$ cat config.mk
export PLATFORM = sky130hd
export DESIGN_NAME = fp_addsub_pipe
export DESIGN_NICKNAME = d
export VERILOG_FILES = /design/src/rtl/fp_addsub_pipe.sv
export SDC_FILE = /design/constraint.sdc
export NUM_CORES = 1
export LEC_CHECK = 0
export ABC_AREA = 0
export BUFFER_PORTS_ARGS = -buffer_cell sky130_fd_sc_hd__buf_2
export CAP_MARGIN = 20
export CORE_ASPECT_RATIO = 0.7
export CORE_MARGIN = 5
export CORE_UTILIZATION = 55
export DETAILED_ROUTE_END_ITERATION = 10
export GPL_TIMING_DRIVEN = 1
export HOLD_SLACK_MARGIN = 0.02
export PLACE_DENSITY = 0.73
export SLEW_MARGIN = 15
export SYNTH_ARGS = -nofsm -noshare
export SYNTH_HDL_FRONTEND = slang
export SYNTH_SLANG_ARGS = --single-unit
$ cat constraint.sdc
create_clock -name clk -period 46 [get_ports clk]
set_input_delay 9.2 -clock clk [delete_from_list [all_inputs] [get_ports clk]]
set_output_delay 9.2 -clock clk [all_outputs]
set_load 0.005 [all_outputs]
$ cat src/rtl/fp_addsub_pipe.sv
// fp_addsub_pipe: four-stage parametrised floating-point add/subtract.
// Denormals flush to zero, round-to-nearest-even, canonical quiet NaN.
module fp_addsub_pipe #(
    parameter int EXP_W = 8,
    parameter int MAN_W = 23,
    localparam int N = 1 + EXP_W + MAN_W
) (
    input  logic         clk,
    input  logic         reset,
    input  logic         in_valid,
    input  logic         sub,
    input  logic [N-1:0] a,
    input  logic [N-1:0] b,
    output logic         out_valid,
    output logic [N-1:0] out,
    output logic         flag_invalid,
    output logic         flag_overflow,
    output logic         flag_inexact
);

    localparam int W    = MAN_W + 3;
    localparam int F    = MAN_W + 4;
    localparam int XW   = EXP_W + $clog2(MAN_W + 5) + 1;
    localparam int EMAX = (1 << EXP_W) - 1;

    localparam logic [N-1:0] QNAN =
        {1'b0, {EXP_W{1'b1}}, 1'b1, {(MAN_W-1){1'b0}}};

    typedef struct packed {
        logic         sp;
        logic         inv;
        logic [N-1:0] spv;
    } spec_t;

    typedef struct packed {
        logic             v;
        spec_t            sp;
        logic             sx;
        logic             eop;
        logic [EXP_W-1:0] ex;
        logic [EXP_W-1:0] dif;
        logic [MAN_W:0]   mx;
        logic [MAN_W:0]   my;
    } s1_t;

    typedef struct packed {
        logic             v;
        spec_t            sp;
        logic             sx;
        logic             eop;
        logic [EXP_W-1:0] ex;
        logic [MAN_W:0]   mx;
        logic [W-1:0]     ya;
        logic             st;
    } s2_t;

    typedef struct packed {
        logic          v;
        spec_t         sp;
        logic          sign;
        logic          zero;
        logic          zinex;
        logic [XW-1:0] e;
        logic [F-1:0]  m;
    } s3_t;

    function automatic int lzc(input logic [F-1:0] v);
        int  n;
        logic done;
        n = 0;
        done = 1'b0;
        for (int i = F - 1; i >= 0; i--) begin
            if (v[i]) done = 1'b1;
            else if (!done) n++;
        end
        return n;
    endfunction

    // S1: unpack, classify, order by magnitude
    logic             sa, sb;
    logic [EXP_W-1:0] ea, eb;
    logic [MAN_W-1:0] fa, fb;
    logic             za, zb, ia, ib, na, nb, swap;
    logic [N-2:0]     ma, mb;
    logic [MAN_W:0]   ga, gb;
    s1_t              s1_d, s1_q;

    always_comb begin
        sa   = a[N-1];
        sb   = b[N-1] ^ sub;
        ea   = a[N-2 -: EXP_W];
        eb   = b[N-2 -: EXP_W];
        fa   = a[MAN_W-1:0];
        fb   = b[MAN_W-1:0];
        za   = ea == '0;
        zb   = eb == '0;
        ia   = (&ea) && (fa == '0);
        ib   = (&eb) && (fb == '0);
        na   = (&ea) && (fa != '0);
        nb   = (&eb) && (fb != '0);
        ma   = za ? '0 : a[N-2:0];
        mb   = zb ? '0 : b[N-2:0];
        ga   = za ? '0 : {1'b1, fa};
        gb   = zb ? '0 : {1'b1, fb};
        swap = mb > ma;

        s1_d        = '0;
        s1_d.v      = in_valid;
        s1_d.sp.sp  = na | nb | ia | ib;
        s1_d.sp.inv = na | nb | (ia & ib & (sa != sb));
        s1_d.sp.spv = s1_d.sp.inv ? QNAN :
            {ia ? sa : sb, {EXP_W{1'b1}}, {MAN_W{1'b0}}};
        s1_d.sx     = swap ? sb : sa;
        s1_d.eop    = sa != sb;
        s1_d.ex     = swap ? eb : ea;
        s1_d.dif    = swap ? eb - ea : ea - eb;
        s1_d.mx     = swap ? gb : ga;
        s1_d.my     = swap ? ga : gb;
    end

    always_ff @(posedge clk) begin
        if (reset) s1_q <= '0;
        else       s1_q <= s1_d;
    end

    // S2: align the smaller significand, keep guard/round/sticky
    logic [2*W-1:0] sh;
    s2_t            s2_d, s2_q;

    always_comb begin
        sh       = {s1_q.my, 2'b00, {W{1'b0}}} >> s1_q.dif;
        s2_d     = '0;
        s2_d.v   = s1_q.v;
        s2_d.sp  = s1_q.sp;
        s2_d.sx  = s1_q.sx;
        s2_d.eop = s1_q.eop;
        s2_d.ex  = s1_q.ex;
        s2_d.mx  = s1_q.mx;
        if (32'(s1_q.dif) >= W) begin
            s2_d.ya = '0;
            s2_d.st = |s1_q.my;
        end else begin
            s2_d.ya = sh[2*W-1:W];
            s2_d.st = |sh[W-1:0];
        end
    end

    always_ff @(posedge clk) begin
        if (reset) s2_q <= '0;
        else       s2_q <= s2_d;
    end

    // S3: add or subtract magnitudes, then normalise
    logic [F-1:0]  xe, ye, df;
    logic [F:0]    sm;
    logic [XW-1:0] exw;
    int            lz;
    s3_t           s3_d, s3_q;

    always_comb begin
        xe   = {s2_q.mx, 3'b000};
        ye   = {s2_q.ya, s2_q.st};
        exw  = {{(XW-EXP_W){1'b0}}, s2_q.ex};
        sm   = {1'b0, xe} + {1'b0, ye};
        df   = xe - ye;
        lz   = lzc(df);

        s3_d      = '0;
        s3_d.v    = s2_q.v;
        s3_d.sp   = s2_q.sp;
        s3_d.sign = s2_q.sx;
        if (!s2_q.eop) begin
            s3_d.zero = sm == '0;
            if (sm[F]) begin
                s3_d.m = {sm[F:2], sm[1] | sm[0]};
                s3_d.e = exw + XW'(1);
            end else begin
                s3_d.m = sm[F-1:0];
                s3_d.e = exw;
            end
        end else begin
            s3_d.zero = df == '0;
            s3_d.m    = df << lz;
            s3_d.e    = exw - XW'(lz);
        end
        // exact zero is +0 unless both inputs were -0 under addition
        if (s3_d.zero) begin
            s3_d.sign = s2_q.sx & ~s2_q.eop;
        end else if (s3_d.e[XW-1] || s3_d.e == '0) begin
            s3_d.zero  = 1'b1;
            s3_d.zinex = 1'b1;
        end
    end

    always_ff @(posedge clk) begin
        if (reset) s3_q <= '0;
        else       s3_q <= s3_d;
    end

    // S4: round to nearest even, pack, select special result
    logic [F-1:0]     m4;
    logic [MAN_W+1:0] mr;
    logic [MAN_W-1:0] fr;
    logic [XW-1:0]    er;
    logic             rup, inx, ovf;
    logic             k_sp, k_z, k_o;
    logic [N-1:0]     o_d;
    logic [2:0]       f_d;

    always_comb begin
        m4   = s3_q.m;
        rup  = m4[2] & (m4[3] | m4[1] | m4[0]);
        inx  = |m4[2:0];
        mr   = {1'b0, m4[F-1:3]} + {{(MAN_W+1){1'b0}}, rup};
        er   = s3_q.e + {{(XW-1){1'b0}}, mr[MAN_W+1]};
        fr   = mr[MAN_W+1] ? mr[MAN_W:1] : mr[MAN_W-1:0];
        ovf  = er >= XW'(EMAX);
        k_sp = s3_q.sp.sp;
        k_z  = ~k_sp & s3_q.zero;
        k_o  = ~k_sp & ~s3_q.zero & ovf;
        o_d  = '0;
        f_d  = '0;
        unique case (1'b1)
            k_sp: begin
                o_d = s3_q.sp.spv;
                f_d = {s3_q.sp.inv, 2'b00};
            end
            k_z: begin
                o_d = {s3_q.sign, {(N-1){1'b0}}};
                f_d = {2'b00, s3_q.zinex};
            end
            k_o: begin
                o_d = {s3_q.sign, {EXP_W{1'b1}}, {MAN_W{1'b0}}};
                f_d = 3'b011;
            end
            default: begin
                o_d = {s3_q.sign, er[EXP_W-1:0], fr};
                f_d = {2'b00, inx};
            end
        endcase
    end

    always_ff @(posedge clk) begin
        if (reset) begin
            out_valid     <= 1'b0;
            out           <= '0;
            flag_invalid  <= 1'b0;
            flag_overflow <= 1'b0;
            flag_inexact  <= 1'b0;
        end else begin
            out_valid <= s3_q.v;
            if (s3_q.v) begin
                out <= o_d;
                {flag_invalid, flag_overflow, flag_inexact} <= f_d;
            end
        end
    end

endmodule

; Yosys cells after proc, flatten, opt, wreduce, memory -nomap -nowiden
; Cells that the tools add are included.
[op_classes]
add_sub_neg = 34
mul = 0
div_mod_pow = 0
n_lt_le_gt_ge = 3
eq_ne = 1
shifts = 2
n_mux = 100
bitwise = 18
n_reduce_logical = 22
[ops]
columns = op, count
row1 = $mux 32, 52
row2 = $add 32x2->32 const B, 26
row3 = $mux 24, 4
row4 = $pmux 32 s3, 1
row5 = $mux 31, 2
row6 = $shr 52x8->52, 1
row7 = $logic_not 23->1, 2
row8 = $mux 23, 2
row9 = $reduce_bool 23->1, 2
row10 = $mux 41, 1
row11 = $mux 36, 1
row12 = $mux 1, 32
row13 = $shl 27x32->27, 1
row14 = $gt 31x31->1, 1
row15 = $add 27x27->28, 1
row16 = $logic_not 28->1, 1
row17 = $logic_not 27->1, 1
row18 = $sub 27x27->27, 1
row19 = $reduce_or 26->1, 1
row20 = $add 24x1->25, 1
row21 = $reduce_or 24->1, 1
row22 = $logic_not 8->1, 2
row23 = $mux 8, 2
row24 = $reduce_and 8->1, 2
row25 = other kinds (18), 39
[totals]
ff_bits = 312
latch_bits = 0
ramBits = 0
romBits = 0
input_bits = 68
word_cells = 215
mem_count = 0

; Logic depth before layout (Yosys ltp)
[depth]
ltp_word = 86
mapped_depth = 100

; Worst setup path after synthesis
; OpenSTA, ideal clock, no wires.
[synth_timing]
path_kind = reg2reg
startpoint = register s2_q[8] (netlist bit)
endpoint = register s3_q[42] (netlist bit)
arrival_time_ns = 17.592
required_time_ns = 45.926
setup_slack_ns = 28.334
path_stages_with_launch = 100
path_buffers = 4
synth_period_minus_slack_ns = 17.666
cell_sequence = dfxtp_1 -> inv_1 -> ha_1 -> clkbuf_1 -> nand3_1 -> a211oi_2 -> nor4_1 -> or4b_2 -> a31oi_1 -> or3_1 -> clkbuf_1 -> nor2_1 -> ha_1 -> nand2_1 -> a21oi_1 -> ha_1 -> mux2i_1 -> o21a_1 -> (+64 left out) -> a21oi_1 -> inv_1 -> buf_2 -> clkbuf_1 -> ha_1 -> nor2b_1 -> o21ai_0 -> nand2b_1 -> and2_1 -> o21ai_0 -> nand2b_1 -> a21o_1 -> a21o_1 -> xnor2_1 -> nand2_1 -> o21ai_0 -> nand4_1 -> a31oi_1
[synth_via]
elab_chain_cells = 86
[synth_rtl]
columns = item, line_no
row1 = start: declaration, 128  ; s2_t s2_d, s2_q;
row2 = start signal: assignment, 149  ; if (reset) s2_q <= '0;
row3 = start signal: assignment, 150  ; else s2_q <= s2_d;
row4 = $sub 27x27->27, 165  ; df = xe - ye;
row5 = $mux 1, 73  ; if (v[i]) done = 1'b1;
row6 = $add 32x2->32, 74  ; else if (!done) n++;
row7 = $mux 32, 74
row8 = $mux 32, 73
row9 = $add 32x2->32, 74
row10 = $mux 32, 74
row11 = $mux 32, 73
row12 = (+70 left out), n/a
row13 = $mux 32, 74
row14 = $mux 32, 73
row15 = $sub 8x14->14, 184  ; s3_d.e = exw - XW'(lz);
row16 = $mux 41, 172  ; if (!s2_q.eop) begin
row17 = $logic_not 14->1, 189  ; end else if (s3_d.e[XW-1] || s3_d.e == '0) begin
row18 = $logic_or 1x1->1, 189
row19 = $mux 2, 189
row20 = $mux 2 *, 187  ; if (s3_d.zero) begin
row21 = end signal: assignment, 196  ; if (reset) s3_q <= '0;
row22 = end signal: assignment, 197  ; else s3_q <= s3_d;
row23 = end: declaration, 158  ; s3_t s3_d, s3_q;
; Every way passes the cells marked *; elsewhere a longest branch is shown, timed or not.
; A chain may end at the register's enable or synchronous reset.

; Final worst setup path
[layout_timing]
startpoint = register s2_q[3] (netlist bit)
endpoint = register s3_q[42] (netlist bit)
; Same word-level chain as after synthesis.

==> flow_summary.json <==
{
  "status": "complete, no violations",
  "clkTransAtPathRegs_ps": 70,
  "hold_path.class": "reg2reg",
  "placed_cell_area_um2": 20600,
  "p_comb_frac": 0.561,
  "vias_per_cell": 6.36,
  "drive_gt1_frac": 0.0888,
  "layout_common_cells": "300 x nand2_1, 260 x nor2_1, 224 x a21oi_1",
  "ys_warn_count": 0,
  "synth_edf_count": 0,
  "grt_pass1_vias": 18097,
  "cp_max_fo": 34,
  "yosysTopAreaCell": "dfxtp_1",
  "post_cts_resized": 0,
  "ys_types": 109,
  "initial_core_util": 0.555,
  "final_util": 0.594,
  "setup_tns_ps": 0,
  "yosys.area.top_type_share": 0.224,
  "cts_tree": "built",
  "dr_wl_met3_mm": 6.35,
  "crit_slowest_cell": "a311oi_1",
  "post_cts_buffers": 0,
  "num-fill-cells": 3366,
  "seq_area_frac_synth": 0.224,
  "crit_path_end_kind": "register",
  "port_buffers": 103,
  "routed_wl_mm": 64.0,
  "clk-insertion-delay-late_ps": 530,
  "grt_max_degree": 84,
  "num_vias": 20153,
  "finish.net_count": 2878,
  "dominantRegCellSynth": "dfxtp_1",
  "ir_worst_vdd_v": 0.0000314,
  "grt.total_usage": 0.301,
  "dpl.hpwl_mm": 50.8,
  "ff2ff_setup_slack_ps": 26220,
  "cp.required_ps": 46440,
  "fin_crit_sh": 0.430,
  "area_growth_pct": 7.02,
  "dieArea_um2": 40100,
  "clock-skew-final_ps": 20.0,
  "clock-sinks": 222,
  "multi_input_area_um2": 14500,
  "cts-buffers-inserted": 22,
  "die_h_um": 169,
  "overflow": 0,
  "seqPwrFrac": 0.247,
  "relSlewSlack": 0.278,
  "worstPathArrival_ps": 20220,
  "path_common_cell": "ha_1",
  "p_switching_mw": 0.427,
  "slowest_delay_ps": 710,
  "syn_inst": 2676,
  "netlist_area_um2": 19900,
  "grt_pass1_wl_mm": 99.9,
  "antenna_found_initial": 1,
  "cts_buffer_depth": 3,
  "route.top_layer_used": "met5",
  "worst_pin_slew_ps": 1080,
  "clockPowerShare": 0.193,
  "swShare": 0.472,
  "ios": 104,
  "synth-seq-cells": 222,
  "intPower_mw": 0.477,
  "timing.max_cap.violations": 0,
  "met2_length_mm": 26.0,
  "final_area_um2": 21300,
  "route.detailed.wl_per_inst_um": 20.2,
  "regArea_um2": 4440,
  "worstSetupStartpointType": "register",
  "p_leak_nw": 8.90,
  "setup-violations-final": 0,
  "chipWidth_um": 237,
  "rsz0062_at_grt": "no",
  "drt_iter0_drc": 2184,
  "synth.avg_cell_area_um2": 7.42,
  "fin_crit_ps": 19780,
  "async_flop_share": 0,
  "cts_root_buf": "clkbuf_16",
  "final_max_slew_viol_count": 0,
  "synthTopCellsByArea": "dfxtp_1 22%, ha_1 8.2%, a21oi_1 5.7%",
  "place_congestion": 0.994,
  "htreeDepth": 1,
  "hold_viol_final": 0,
  "wl_met1_mm": 30.5,
  "drc": 0,
  "critical_path_class": "reg2reg",
  "p_per_area_nw_per_um2": 42.5,
  "layout_commonest_cell": "nand2_1",
  "coreArea_um2": 35800,
  "first_pass_iters": 6,
  "hold_buffers": 0,
  "rows": 58,
  "postRouteAntennaNets": 0,
  "max_freq_mhz": 50.5,
  "num_antenna_cells": 0,
  "syn-num-nets": 2878
}
-- Yosys cell counts (15+ instances only) --
master	count
buf_1	17
xnor2_1	79
or3_1	17
a21o_1	31
a21oi_1	226
o21bai_1	23
mux2_2	15
dfxtp_1	222
nand2b_1	46
and3_1	35
inv_1	104
nand4_1	41
o21ai_0	137
o22ai_1	24
xor2_1	49
nor3_1	69
mux2i_1	71
a31oi_1	21
ha_1	130
o211ai_1	23
nor2b_1	78
a211oi_1	36
nor2_1	260
nand3_1	104
buf_2	20
a22o_1	16
and2_1	65
clkbuf_1	105
o21a_1	24
nand2_1	301
nor4_1	44
-- per-layer routing --
metal | up-vias | global-route usage
met3 | 78 | 0.0692
li1 | 9606 | -
met1 | 9534 | 0.467
met2 | 933 | 0.430
met5 | - | 0
met4 | 2 | 0.0492
-- layout make-up --
class,count,area share
clock buffer,28,0.0284
timing repair buffer,122,0.0311
sequential,222,0.209
tap,480,0.0283
clock inverter,11,0.00400
multi-input combinational,2201,0.680
inverter,107,0.0189
-- power by group through the flow --
| stage | Clock, mW | Combinational (mW) | Sequential (mW) |
|---|---|---|---|
| floorplan | 0 | 0.357 | 0.219 |
| global placement | 0 | 0.480 | 0.226 |
| detailed placement | 0 | 0.486 | 0.227 |
| CTS | 0.176 | 0.490 | 0.222 |
| global route | 0.185 | 0.547 | 0.225 |
| finish | 0.174 | 0.507 | 0.223 |
-- metrics by stage --
stage | setup slack (ps) | hold WS (ps) | cells | power (mW)
after floorplan | 28330 | 414 | 2676 | 0.576
after global placement | 27400 | 416 | 3131 | 0.706
after detailed placement | 26720 | 423 | 3132 | 0.713
after CTS | 26570 | 437 | 3171 | 0.888
after global routing | 25030 | 444 | 3171 | 0.957
final | 26220 | 429 | 3171 | 0.903
-- critical path: cells and delay by family, from the launching register on --
family	cells	cell delay [ps]
multiplexers	9	1630
AND/OR/NAND/NOR	24	2860
adder cells (fa/ha/maj)	25	8070
flip-flops	1	340
XOR/XNOR	1	140
buffers and inverters	6	840
AO/OA/AOI/OAI	32	5790
-- worst paths after layout --
kind	startpoint	endpoint	cells past startpoint
setup / recovery	s2_q[3]	s3_q[42]	97
hold / removal	s1_q[63]	exw[7]	1
setup reg to reg	s2_q[3]	s3_q[42]	97
hold reg to reg	s1_q[63]	exw[7]	1
-- sequential cells by signal, summed over array words and instances (netlist names) --
register       count
out_valid          1
flag_inexact       1
out               32
m4                27
flag_overflow      1
s3_q              21
k_sp               1
s2_q              58
flag_invalid       1
s1_q              71
exw                8
-- kinds of logic after synthesis --
group,synth area share
compound gates,0.226
fa+ha+maj,0.0869
simple gates,0.280
flops,0.224
buf+inv,0.0501
mux,0.0602
xor+xnor,0.0731
No activity file was read; power rests on OpenSTA's default activity.
